## config.mk

```make
export PLATFORM = sky130hd
export DESIGN_NAME = icache_responder
export DESIGN_NICKNAME = d
export VERILOG_FILES = /design/src/rtl/icache_responder.sv
export SDC_FILE = /design/constraint.sdc
export NUM_CORES = 2
export LEC_CHECK = 0
export BUFFER_PORTS_ARGS = -buffer_cell sky130_fd_sc_hd__buf_2
export CAP_MARGIN = 20
export CORE_ASPECT_RATIO = 1.75
export CORE_UTILIZATION = 56
export DETAILED_ROUTE_END_ITERATION = 6
export PLACE_DENSITY_LB_ADDON = 0.08
export SYNTH_ARGS = -nofsm -noshare
export SYNTH_HDL_FRONTEND = slang
export SYNTH_SLANG_ARGS = --single-unit
```

## constraint.sdc

```tcl
create_clock -name clk -period 4.1 [get_ports clk]
set_input_delay 0.41 -clock clk [delete_from_list [all_inputs] [get_ports clk]]
set_output_delay 0.41 -clock clk [all_outputs]
set_load 0.005 [all_outputs]
```

## src/rtl/icache_responder.sv

```systemverilog
`timescale 1ns/1ps
// -----------------------------------------------------------------------------
// icache_responder
//
// Direct-mapped instruction cache sitting between the fetch stage and a simple
// word-at-a-time backing memory.  Lookups are zero-latency: a hit returns the
// instruction in the same cycle the address is presented.  A miss stalls the
// program counter and refills the whole line one beat at a time, after which
// the held address hits.
//
// Ports
//   clk        : single clock, all state updates on the rising edge
//   rst        : asynchronous, active-low reset
//   addr       : fetch address (program counter)
//   instr      : instruction word for addr (NOP while stalled)
//   pc_stall   : high when instr is not valid; fetch holds the PC
//   flush      : invalidate every line (fence.i)
//   mem_req    : refill beat request to backing memory
//   mem_addr   : word-aligned refill beat address
//   mem_ready  : beat accepted, mem_rdata valid this cycle
//   mem_rdata  : refill data word
// -----------------------------------------------------------------------------
module icache_responder #(
   parameter int LINES = 16,
   parameter int WORDS = 4
) (
   input  logic        clk,
   input  logic        rst,
   input  logic [31:0] addr,
   output logic [31:0] instr,
   output logic        pc_stall,
   input  logic        flush,
   output logic        mem_req,
   output logic [31:0] mem_addr,
   input  logic        mem_ready,
   input  logic [31:0] mem_rdata
);

   localparam int OFF_W = $clog2(WORDS);
   localparam int IDX_W = $clog2(LINES);
   localparam int LA_W  = 30 - OFF_W;
   localparam int TAG_W = LA_W - IDX_W;
   localparam logic [31:0] NOP = 32'h0000_0013;

   typedef enum logic {
      IDLE,
      REFILL
   } state_t;

   state_t                r_state;
   logic [OFF_W-1:0]      r_beat;
   logic [LA_W-1:0]       r_lineAddr;
   logic                  r_flushPending;
   logic [LINES-1:0]      r_valid;
   logic [TAG_W-1:0]      r_tag  [LINES];
   logic [31:0]           r_data [LINES][WORDS];

   logic [OFF_W-1:0]      w_offset;
   logic [IDX_W-1:0]      w_index;
   logic [TAG_W-1:0]      w_tag;
   logic [IDX_W-1:0]      w_refillIdx;
   logic                  w_hit;
   logic                  w_lastBeat;
   logic                  w_unusedByteBits;

   // Address decomposition: byte bits are dropped, then offset, index and tag
   // from low to high.  The line being refilled is identified purely by the
   // latched line address so that addr may wander during the refill.
   assign w_offset         = addr[OFF_W+1:2];
   assign w_index          = addr[OFF_W+IDX_W+1:OFF_W+2];
   assign w_tag            = addr[31:OFF_W+IDX_W+2];
   assign w_refillIdx      = r_lineAddr[IDX_W-1:0];
   assign w_lastBeat       = (r_beat == OFF_W'(WORDS - 1));
   assign w_unusedByteBits = ^addr[1:0];

   // A flush in the same cycle always reports a miss, even when the tag
   // would match, because the line is being invalidated at this edge.
   assign w_hit = (r_state == IDLE) && r_valid[w_index] &&
                  (r_tag[w_index] == w_tag) && !flush;

   // Output decode.  Hits are served straight from the arrays in the same
   // cycle; anything else stalls with a NOP.  The memory request is simply
   // the refill state, so an asynchronous reset drops it immediately.
   always_comb begin
      instr    = NOP;
      pc_stall = 1'b1;
      mem_req  = 1'b0;
      mem_addr = 32'h0;
      if (w_hit) begin
         instr    = r_data[w_index][w_offset];
         pc_stall = 1'b0;
      end
      if (r_state == REFILL) begin
         mem_req  = 1'b1;
         mem_addr = {r_lineAddr, r_beat, 2'b00};
      end
   end

   // Control FSM and valid bits.  A flush clears every valid bit at the edge
   // it is seen.  If it lands during a refill the refill still drains all of
   // its beats (the memory side expects that), but the pending flag keeps the
   // freshly filled line invalid so the next lookup misses again.
   always_ff @(posedge clk or negedge rst) begin
      if (!rst) begin
         r_state        <= IDLE;
         r_beat         <= '0;
         r_lineAddr     <= '0;
         r_flushPending <= 1'b0;
         r_valid        <= '0;
      end else begin
         if (flush) begin
            r_valid <= '0;
         end
         case (r_state)
            IDLE: begin
               if (!w_hit) begin
                  r_lineAddr     <= addr[31:OFF_W+2];
                  r_beat         <= '0;
                  r_flushPending <= 1'b0;
                  r_state        <= REFILL;
               end
            end
            REFILL: begin
               if (flush) begin
                  r_flushPending <= 1'b1;
               end
               if (mem_ready) begin
                  r_beat <= r_beat + 1'b1;
                  if (w_lastBeat) begin
                     r_state <= IDLE;
                     if (!flush && !r_flushPending) begin
                        r_valid[w_refillIdx] <= 1'b1;
                     end
                  end
               end
            end
            default: r_state <= IDLE;
         endcase
      end
   end

   // Tag and data storage.  These arrays carry no reset; a line's contents
   // only matter once its valid bit is set, and reset clears those.  The tag
   // is written with the final beat, together with the valid bit above.
   always_ff @(posedge clk) begin
      if (r_state == REFILL && mem_ready) begin
         r_data[w_refillIdx][r_beat] <= mem_rdata;
         if (w_lastBeat) begin
            r_tag[w_refillIdx] <= r_lineAddr[LA_W-1:IDX_W];
         end
      end
   end

endmodule

```

==> impl_results.md <==
* Remaining Overflow, GRT at 0
* Worst hold-check path type: input port to flip-flop
* CTS tree: done
* Worst Path Buf+Inv at 6
* Ys flop type: edfxtp_1
* CP Data Required Time at 3.69 ns
* Max Cap Violations at 0
* Clock insertion delay at the later pin of the skew report at 0.84 ns
* WL final at 241,100 um
* Share of layout cells above drive strength 1 at 34.03%
* GRT met1 Usage at 36.53%
* Mean Syn Cell Area at 24.29 sq um
* Synth unique cells at 47
* RSZ-0062 raised after global routing: true
* Die extent in y at 547.5 um
* Fmax achieved at 211.0 MHz
* Worst Setup Start Kind: flip-flop
* CP Cell Sequence: mux4_2 > mux4_2 > xnor2_2 > nand4_1 > buf_4 > nor4b_4 > buf_4 > nand4_1 > buf_6 > buf_12 > buf_6 > a211oi_4 > buf_2
* Register bit total from synthesis at 2,480
* EDFF count, synth at 2,432
* Placeable Area at 168,300 sq um
* Initial DRC Count at 4,566
* Final setup viols at 33
* Status: finished, violations left
* Final hold vios at 0
* DR vias at 44.17k
* Area contributors post-synth: edfxtp_1 77%, mux4_2 17%, dfrtp_1 1.3%
* Site Rows at 199
* Final core occ at 64.45%
* WP data arrival at 4.33 ns
* Slowest-stage cell, CP: mux4_2
* Most used routing layer in global routing: met2
* Number of port buffers at 129
* Failing checks: DRC, setup timing
* Worst vdd ir at 510.4 uV
* Fraction of registers with async set/reset at 1.935%
* Crit share post-route at 115.6%
* Clk Tree Root Cell: clkbuf_16
* Detail Route Antenna Nets at 0
* Synth Warn # at 0
* Minimum clock period at 4.739 ns
* Horiz. Die Dim at 313.7 um
* Final worst setup slack at -0.6387 ns
* Critical path class: flip-flop to output port
* Die footprint at 171,800 sq um
* Largest net degree at the start of global routing at 125
* Slew Limit Fails at 0
* Synth-to-layout area growth at 13.90%
* Global-route wire length before repair at 337,400 um
* Routability cong. at 0.7896
* IO Pins at 134
* Top-area cell type share of the netlist area at 76.68%
* CP endpoint kind: output port
* Initial Util at 56.58%
* Cts bufs inserted at 213
* Cell family with most CP delay: buffers and inverters
* NumNets Final at 4,435
* Average wire per standard cell at 35.77 um
* Residual DRC at 2
* Commonest non-fill, non-tap cell in the layout: edfxtp_1
* H-tree depth at 4
* Met2 usage at 49.00%
* Mapped Area at 95,240 sq um
* Syn Inst Count at 3,921
* CTS Sinks at 2,480
* Worst-path clk slew at 0.07 ns
* Tot GR Track Use at 28.48%
* Post-Route Skew at 0.03548 ns
* Crit-path max FO at 10
* Grt met3 use at 4.682%
* Worst Max-Slew Pin Slew at 1.143 ns
* Sum of net half-perimeters after detailed placement at 133,200 um
* Vias in the first global route at 45.61k
* Post-DR vias/cell at 6.554
* Slew HR at 23.78%
* Most frequent cells in the layout: 2,432 x edfxtp_1, 740 x mux4_2, 217 x clkbuf_16
* Antenna violations before repair at 7
* Power, Total at 0.05455 W
* Drt pass-1 iters at 7
* Pwr/cell area at 502.9 nW/um^2
* Leak at 34.08 nW
* Worst path max stage delay at 0.51 ns
* Cell taking the most area after synthesis: edfxtp_1
* Bufs on Longest Clock Path at 4
* Sequential share of the synthesized area at 77.94%
==> what timing repair did <==
action / in CTS / in global routing
endpoints found under the setup margin: 33 / 33
setup buffers: 4 / 0
gates resized for setup: 47 / 26
hold buffers: 26 / 9
pin swaps: 6 / 4
endpoints found under the hold margin: 72 / 67
==> registers in the layout, indices dropped and copies added, names as in the netlist <==
name / cells
r_data: 2048
r_beat: 2
r_state: 1
r_tag: 384
r_lineAddr: 28
r_valid: 16
r_flushPending: 1
==> synth_stat cells, drive strengths merged (12+ instances only) <==
| cell | count |
|---|---|
| a211oi | 27 |
| clkbuf | 84 |
| mux2i | 59 |
| a311oi | 12 |
| dfrtp | 48 |
| mux2 | 41 |
| mux4 | 740 |
| xnor2 | 24 |
| nor2b | 29 |
| and2 | 38 |
| edfxtp | 2432 |
| xor2 | 19 |
| nand3 | 16 |
| inv | 21 |
| nand2 | 41 |
| nor2 | 76 |
| buf | 134 |
| o22ai | 23 |
==> final timing paths <==
check	from	end	slack (ns)	cells past startpoint
setup reg to reg	r_tag[11][12]	r_lineAddr[13]	0.75	10
setup / recovery	r_tag[11][12]	instr[23]	-0.64	13
min in group asynchronous	rst	r_lineAddr[4]	0.28	3
hold reg to reg	r_flushPending	r_flushPending	0.48	1
max in group asynchronous	rst	r_lineAddr[14]	3.33	3
hold / removal	mem_rdata[24]	r_data[1][120]	0.05	1
==> logic make-up after synthesis <==
group / after synthesis / share of synthesized area (%)
muxes: 840 / 18.60
and+or+nand+nor: 219 / 1.121
xor gates and xnor gates: 43 / 0.3954
DFF: 2480 / 77.94
other: 1 / 0.003938
AOI/OAI and AO/OA: 95 / 0.7292
buffers and inverters: 239 / 1.150
adders and majority gates: 4 / 0.05255
==> final cells by class <==
class                      count  area, sq um
clock inverter               101        957.2
fill                       11130        59840
antenna                        4        10.01
clock buffer                 276         5702
sequential                  2480        74230
tap                         2211         2766
timing repair buffer         444         4010
multi-input combinational   1203        20710
inverter                      21        86.33
==> stage by stage <==
stage	area [sq um]	setup TNS [ns]	cells	setup slack, ns	hold WS, ns
after floorplan	95240	0	3922	0.1458	0.1144
final	108500	-16.28	6740	-0.6387	0.05074
after detailed placement	100800	-9.383	6307	-0.5079	0.2317
after global routing	108500	-19.94	6737	-0.7637	0.04178
after global placement	100800	-8.184	6307	-0.5314	0.2305
after CTS	108000	-19.87	6714	-0.7727	0.006418
==> layer usage <==
| layer | routed length, um | share of wire, % |
|---|---|---|
| met4 | 9578 | 4.0 |
| met1 | 88280 | 37 |
| met5 | 33 | 0.014 |
| met2 | 126500 | 52 |
| met3 | 16680 | 6.9 |
==> where the power goes <==
| group | internal [W] | switching [W] | total (W) |
|---|---|---|---|
| Clock | 0.0110 | 0.00876 | 0.0197 |
| Sequential | 0.0294 | 0.000788 | 0.0302 |
| Combinational | 0.00178 | 0.00285 | 0.00463 |
| Total | 0.0421 | 0.0124 | 0.0545 |
Note: power is estimated with default switching activity, not from simulation.
